--- src/rtl/pc_sequencer.sv ---
// Fetch-stage PC controller: single-outstanding imem requests, decode handshake, J/BEQ redirects.
// Optional clean fetch stop is compiled in with `define PC_HALT_EN.
module pc_sequencer #(
  parameter logic [31:0] RESET_PC = 32'h0000_0000
) (
  input  logic        clk,
  input  logic        rst_n,
  output logic        imem_req,
  output logic [31:0] imem_addr,
  input  logic        imem_ack,
  input  logic [31:0] imem_rdata,
  output logic        inst_valid,
  output logic [31:0] inst,
  output logic [31:0] inst_pc,
  input  logic        inst_ready,
  input  logic        jump_valid,
  input  logic [1:0]  jump_op,
  input  logic [31:0] jump_pc,
  input  logic [25:0] jump_imm26,
  input  logic [15:0] jump_imm16,
  input  logic        halt_i,
  output logic        halted,
  output logic        redirect
);

  // state | meaning
  // FETCH | request at imem_addr in flight or about to issue
  // HOLD  | instruction buffered, waiting for decode to accept
  // HALT  | fetch stopped until reset (PC_HALT_EN only)
  typedef enum logic [1:0] {
    FETCH = 2'd0,
`ifdef PC_HALT_EN
    HALT  = 2'd2,
`endif
    HOLD  = 2'd1
  } state_t;

  state_t      state_q, state_d;
  logic [31:0] pc_q, pc_d;
  logic [31:0] addr_q, addr_d;
  logic        drop_q, drop_d;
  logic        pending_q, pending_d;
  logic        inst_valid_q, inst_valid_d;
  logic [31:0] inst_q, inst_d;
  logic [31:0] inst_pc_q, inst_pc_d;
  logic        redirect_q, redirect_d;
  logic        halting;
  logic        redirect_req;
  logic [31:0] target;
  logic        unused_inputs;

  assign unused_inputs = ^{jump_imm26[25:9], halt_i};

`ifdef PC_HALT_EN
  logic halt_q, halt_d;
  assign halt_d  = halt_q | halt_i;
  assign halting = halt_q | halt_i;
  assign halted  = (state_q == HALT);
  always_ff @(posedge clk) begin
    if (!rst_n) halt_q <= 1'b0;
    else        halt_q <= halt_d;
  end
`else
  assign halting = 1'b0;
  assign halted  = 1'b0;
`endif

  assign redirect_req = jump_valid && jump_op[1];
  assign target = jump_op[0] ? (jump_pc + 32'd1 + {{16{jump_imm16[15]}}, jump_imm16})
                             : {23'b0, jump_imm26[8:0]};

  // Once a request is out it stays out until acked, even if halt arrives.
  assign imem_req   = rst_n && (state_q == FETCH) && (pending_q || !halting);
  // While dropping, the address of the in-flight request is frozen in addr_q.
  assign imem_addr  = drop_q ? addr_q : pc_q;
  assign inst_valid = inst_valid_q;
  assign inst       = inst_q;
  assign inst_pc    = inst_pc_q;
  assign redirect   = redirect_q;

  always_comb begin
    state_d      = state_q;
    pc_d         = pc_q;
    addr_d       = imem_addr;
    drop_d       = drop_q;
    pending_d    = 1'b0;
    inst_valid_d = inst_valid_q;
    inst_d       = inst_q;
    inst_pc_d    = inst_pc_q;
    redirect_d   = 1'b0;
    case (state_q)
      FETCH: begin
        if (imem_req && imem_ack) begin
          if (redirect_req) begin
            pc_d       = target;
            drop_d     = 1'b0;
            redirect_d = 1'b1;
          end else if (drop_q) begin
            drop_d = 1'b0;
          end else begin
            inst_d       = imem_rdata;
            inst_pc_d    = pc_q;
            inst_valid_d = 1'b1;
            pc_d         = pc_q + 32'd1;
            state_d      = HOLD;
          end
        end else begin
          pending_d = imem_req;
          if (redirect_req) begin
            pc_d       = target;
            redirect_d = 1'b1;
            if (imem_req) drop_d = 1'b1;
          end
`ifdef PC_HALT_EN
          else if (!imem_req && halting) begin
            state_d = HALT;
          end
`endif
        end
      end
      HOLD: begin
        if (redirect_req) begin
          pc_d         = target;
          inst_valid_d = 1'b0;
          redirect_d   = 1'b1;
          state_d      = FETCH;
        end else if (inst_ready) begin
          inst_valid_d = 1'b0;
`ifdef PC_HALT_EN
          state_d = halting ? HALT : FETCH;
`else
          state_d = FETCH;
`endif
        end
      end
`ifdef PC_HALT_EN
      HALT: begin
        state_d = HALT;
      end
`endif
      default: state_d = FETCH;
    endcase
  end

  always_ff @(posedge clk) begin
    if (!rst_n) begin
      state_q      <= FETCH;
      pc_q         <= RESET_PC;
      addr_q       <= RESET_PC;
      drop_q       <= 1'b0;
      pending_q    <= 1'b0;
      inst_valid_q <= 1'b0;
      inst_q       <= 32'd0;
      inst_pc_q    <= 32'd0;
      redirect_q   <= 1'b0;
    end else begin
      state_q      <= state_d;
      pc_q         <= pc_d;
      addr_q       <= addr_d;
      drop_q       <= drop_d;
      pending_q    <= pending_d;
      inst_valid_q <= inst_valid_d;
      inst_q       <= inst_d;
      inst_pc_q    <= inst_pc_d;
      redirect_q   <= redirect_d;
    end
  end

endmodule

--- config.mk ---
export PLATFORM = sky130hd
export DESIGN_NAME = pc_sequencer
export DESIGN_NICKNAME = d
export VERILOG_FILES = /design/src/rtl/pc_sequencer.sv
export SDC_FILE = /design/constraint.sdc
export NUM_CORES = 1
export LEC_CHECK = 0
export ABC_AREA = 1
export CAP_MARGIN = 25
export CORE_ASPECT_RATIO = 0.7
export CORE_MARGIN = 3
export CORE_UTILIZATION = 50
export CTS_CLUSTER_SIZE = 8
export DETAILED_ROUTE_END_ITERATION = 16
export GPL_TIMING_DRIVEN = 0
export PLACE_DENSITY_LB_ADDON = 0.12
export REMOVE_ABC_BUFFERS = 1
export SLEW_MARGIN = 30
export SYNTH_ARGS = -nofsm -noshare
export SYNTH_HDL_FRONTEND = slang
export SYNTH_SLANG_ARGS = --single-unit
export TNS_END_PERCENT = 20
--- constraint.sdc ---
create_clock -name clk -period 3.78 [get_ports clk]
set_input_delay 1.134 -clock clk [delete_from_list [all_inputs] [get_ports clk]]
set_output_delay 1.134 -clock clk [all_outputs]
set_load 0.01 [all_outputs]
Word-level counts from Yosys, hierarchy flattened. Index checks and enable logic that the tools add are counted.

Register bits after elaboration: 133. Input bits: 114. Output and inout port bits: 100. Word-level logic and storage cells: 56.

$add $sub $neg: 3. Equal/unequal tests: 6. Multiplexer cells: 23. Bitwise logic cells: 2. Reductions and logical operators: 14.

Operators by type and width (count): $mux 32 (6); $add 32x1->32 const B (2); $pmux 32 s2 (1); $add 32x32->32 (1); $mux 2 (5); $mux 1 (9); $reduce_and 4->1 (2); $reduce_bool 2->1 (3); $reduce_and 5->1 (1); $ne 2x2->1 const B (2); $ne 4x4->1 const B (1); $pmux 2 s2 (1); $reduce_and 2->1 (2); $logic_and 1x1->1 (3); $ne 3x3->1 const B (1); $reduce_and 3->1 (1); $eq 2x1->1 const B (1); $logic_not 2->1 (1); $ne 2x1->1 const B (1); $not 1->1 (2); $pmux 1 s2 (1); $reduce_or 2->1 (1).

Depth between registers and ports, before layout.
Word-level depth: 6. Mapped depth: 17.

Worst setup path after synthesis. No wires, ideal clock.

Path type: input -> register. Start point: in jump_pc[0]. End point: reg pc_q[30]. Arrival time: 2.637 ns. Setup slack: 1.034 ns. Stages on the path: 16. Path buffers: 0. Cells stage by stage: inv_1 ha_1 inv_1 fa_1 nand3_1 nand3_1 nand2_1 nand2_1 nand2_1 nand2_1 nand2_1 nand3_1 nand3_1 nand3_1 nand2_1 inv_1.

Word-level cells in the longest chain between the ends: 6. Elaborated cells on any way between the ends: 7. Classes of those cells: add/sub (2); mux (5).

RTL lines: start: declaration (line 18) `input logic [31:0] jump_pc,`; $add 32x1->32 * (line 69) `assign target = jump_op[0] ? (jump_pc + 32'd1 + {{16{jump_imm16[15]}}, jump_imm16})`; $add 32x32->32 * (line 69); $mux 32 * (line 69); $mux 32 (on tied branches) (line 109, 122, 94); $mux 32 (line 93) `if (imem_req && imem_ack) begin`; $pmux 32 s2 * (line 91) `case (state_q)`; end signal: assignment (line 158) `pc_q <= pc_d;`; end: declaration (line 39) `logic [31:0] pc_q, pc_d;`.

Every way passes the cells marked *; elsewhere a longest branch is shown, timed or not. A chain may end at the register's enable or synchronous reset.

Final worst setup path.
Start point: in jump_valid. End point: reg inst_pc_q[15] (netlist: inst_pc[15]).

Word-level cells in the longest chain between the ends: 3.

RTL lines: start: declaration (line 16) `input logic jump_valid,`; $logic_and 1x1->1 (line 68) `assign redirect_req = jump_valid && jump_op[1];`; $not 1->1 (no line); $reduce_and 4->1 (no line); end signal: assignment (line 164) `inst_pc_q <= inst_pc_d;`; end: declaration (line 45) `logic [31:0] inst_pc_q, inst_pc_d;`.

No other way between the ends.

==> results.yml <==
run_status:
  status: "finished, final reports clean"
die:
  die_w_um: 160
  fp.dieH_um: 114
  start_util: 0.523
  rows: 38
  core_um2: 15800
  ios: 214
  dieArea_um2: 18200
worst_setup_path:
  cp-start-kind: "input pin"
  worstPathRequired_ns: 4.06
  cp_data_arrival_time_ns: 3.91
  crit_start: "jump_valid"
  crit_slowest_cell: "clkdlybuf4s50_1"
  timing.rr.start: "inst_valid"
  cp-end-kind: "flop"
  path_cells: "clkdlybuf4s50_1 -> nand2_4 -> inv_1 -> nor2_4 -> inv_2 -> nor2_4 -> buf_16 -> buf_16 -> inv_4 -> nand2_1 -> a21oi_1"
  timing.critical_path.fanout_max: 56
  reg2regPathDepth: 12
  critPathKind: "in -> reg"
  max_stage_delay_ns: 0.48
routing:
  routed_wl_mm: 24.7
  antenna_left: 0
  first_pass_iters: 5
  drtIter0Drc: 833
  vias_per_cell: 5.18
  drc: 0
  wire_per_inst_um: 14.2
  routed-via-count: 8965
logic_synthesis:
  synth-simple-area-share: 0.363
  ys.flop_type: "dfxtp_1"
  yosysSeqAreaShare: 0.317
  yosysTopAreaCell: "dfxtp_1"
  netlist_top_cells_area: "dfxtp_1 32%, nand2_1 19%, a21oi_1 7.4%, inv_1 6.8%, nor2_1 6.8%"
  postSynthCellCount: 1337
  yosys-mux-area-fraction: 0
  synth_fa_ha_area_frac: 0.0508
  syn_avg_cell_area_um2: 6.19
  synthArstFlopShare: 0
  synth_cell_types: 46
  synth_top_family_by_area: "simple AND/OR/NAND/NOR gates"
  yosys_warnings: 0
  yosysTopAreaCellShare: 0.317
  yosys.area_share.xor_xnor: 0.0137
  synth_compound_area_frac: 0.151
  syn-cell-area_um2: 8280
  ys_ff_latch: 131
  synth_edf_count: 0
sta:
  maxSlewHeadroom: 0.425
  hold_violations: 0
  max_freq_mhz: 275
  slew_viol_final: 0
  fin_crit_sh: 0.961
  fin_crit_ns: 3.63
  setup_viol: 0
  tightest_slew_ns: 0.861
  rsz0062_at_grt: "true"
  finClkSkew_ns: 0.0101
  hold_slack_ns: 0.460
  setup_tns_ns: 0
place:
  io_buffer_count: 194
  hpwl_mm: 17.8
  place_inst: 1698
  routabilityCongestion: 0.934
layout:
  final_cells: 1731
  area_delta_synth_final_pct: 32.6
  drive_above_1_share: 0.0477
  nets: 1645
  num_antenna_cells: 0
clock_network:
  cts_sinks: 131
  cts.hold.buffers_added: 0
  clk_pin_slew_ns: 0.06
  cts_setup_buffers: 0
  cts-root-buf: "clkbuf_16"
  clockBufferDepth: 2
  cts_buffers: 17
  insertion_delay_ns: 0.42
  cts_tree: "built"
  htree_levels: 4
power_and_ir_drop:
  finalPower_uw: 4190
  p_leak_uw: 0.00500
  vdd_drop_max_v: 0.000351
  p_per_area_nw_per_um2: 382
hold_path:
  min_delay_path_depth: 2
  min_from: "inst_pc[10]"
  min_path_type: "reg -> reg"
global_route:
  antenna_found_initial: 0
  grt_pass1_vias: 7898
  grtUsageTotal: 0.259
  grt_pass1_wl_mm: 39.2
  grt_max_degree: 79
  grt_overflow: 0
flow_run:
  maxCapViolCount: 0
-- state kept, by name (all words and copies together), names as in the netlist --
signal and count:
addr_q 32, inst 32, inst_pc 32, pc_q 32, drop_q 1, inst_valid 1, redirect 1
-- synthesized netlist by cell type (all sizes together) (21+ instances only) --
master	instances
dfxtp	131
inv	155
nor2	164
a21oi	122
nand4	21
nand3	79
nand2	428
buf	27
ha	32
clkbuf	29
o21ai	79
-- worst max-delay path, delay by kind of cell --
kind | cells | cell delay, ns
AO/OA/AOI/OAI | 1 | 0.07
buffers and inverters | 6 | 1.54
AND/OR/NAND/NOR | 4 | 1.09
-- layout by cell type (no fill, tap or decap), types with 11 or more instances in the layout --
cell type	n
dfxtp_1	130
o21ai_0	73
ha_1	32
nor2_1	150
inv_1	150
a21oi_1	122
nand2_1	425
clkbuf_16	17
nand4_1	20
xor2_1	11
nand3_1	77
clkdlybuf4s50_1	192
-- worst paths after layout --
kind,end,slack [ns]
worst max-delay path,inst_pc[15],0.15
worst min-delay path,inst_pc[10],0.46
worst max register to register,inst_pc[15],1.09
worst min register to register,inst_pc[10],0.46
-- repair_timing --
item | CTS | global route
pin swaps | 0 | 1
endpoints found under the setup margin | 56 | 83
gates cloned | 0 | 1
resized for setup | 1 | 3
-- per-layer routing --
| layer | global-route usage | share of wire | up-vias |
|---|---|---|---|
| met4 | 0.0618 | 0.013 | 0 |
| li1 | - | - | 4617 |
| met5 | 0 | 0 | - |
| met1 | 0.373 | 0.47 | 3991 |
| met3 | 0.0457 | 0.073 | 30 |
| met2 | 0.407 | 0.44 | 327 |
-- metrics by stage --
step / util / instance area [um2] / worst slack (ns)
finish: 0.694 / 11000 / 0.147
global route: 0.694 / 11000 / -0.00711
CTS: 0.693 / 11000 / 0.0300
detailed placement: 0.651 / 10300 / -0.651
global placement: 0.645 / 10200 / -2.73
floorplan: - / 8000 / -0.168
-- area by class of cell --
type | count | area [um2]
clock buffer | 18 | 429
clock inverter | 14 | 224
fill | 1402 | 4850
inverter | 156 | 596
multi-input combinational | 995 | 4810
sequential | 131 | 2630
tap | 220 | 275
timing repair buffer | 197 | 2020
-- power breakdown --
part	switching, uW	internal (uW)	total (uW)
clock	668	1180	1850
sequential	63.7	1450	1510
combinational	464	367	831
-- cells by family after synthesis --
family | Yosys count
buf+inv | 212
simple gates | 717
fa+ha+maj | 33
other cells | 1
xor+xnor | 13
compound gates | 230
flops | 131
(Power assumes the default switching activity.)
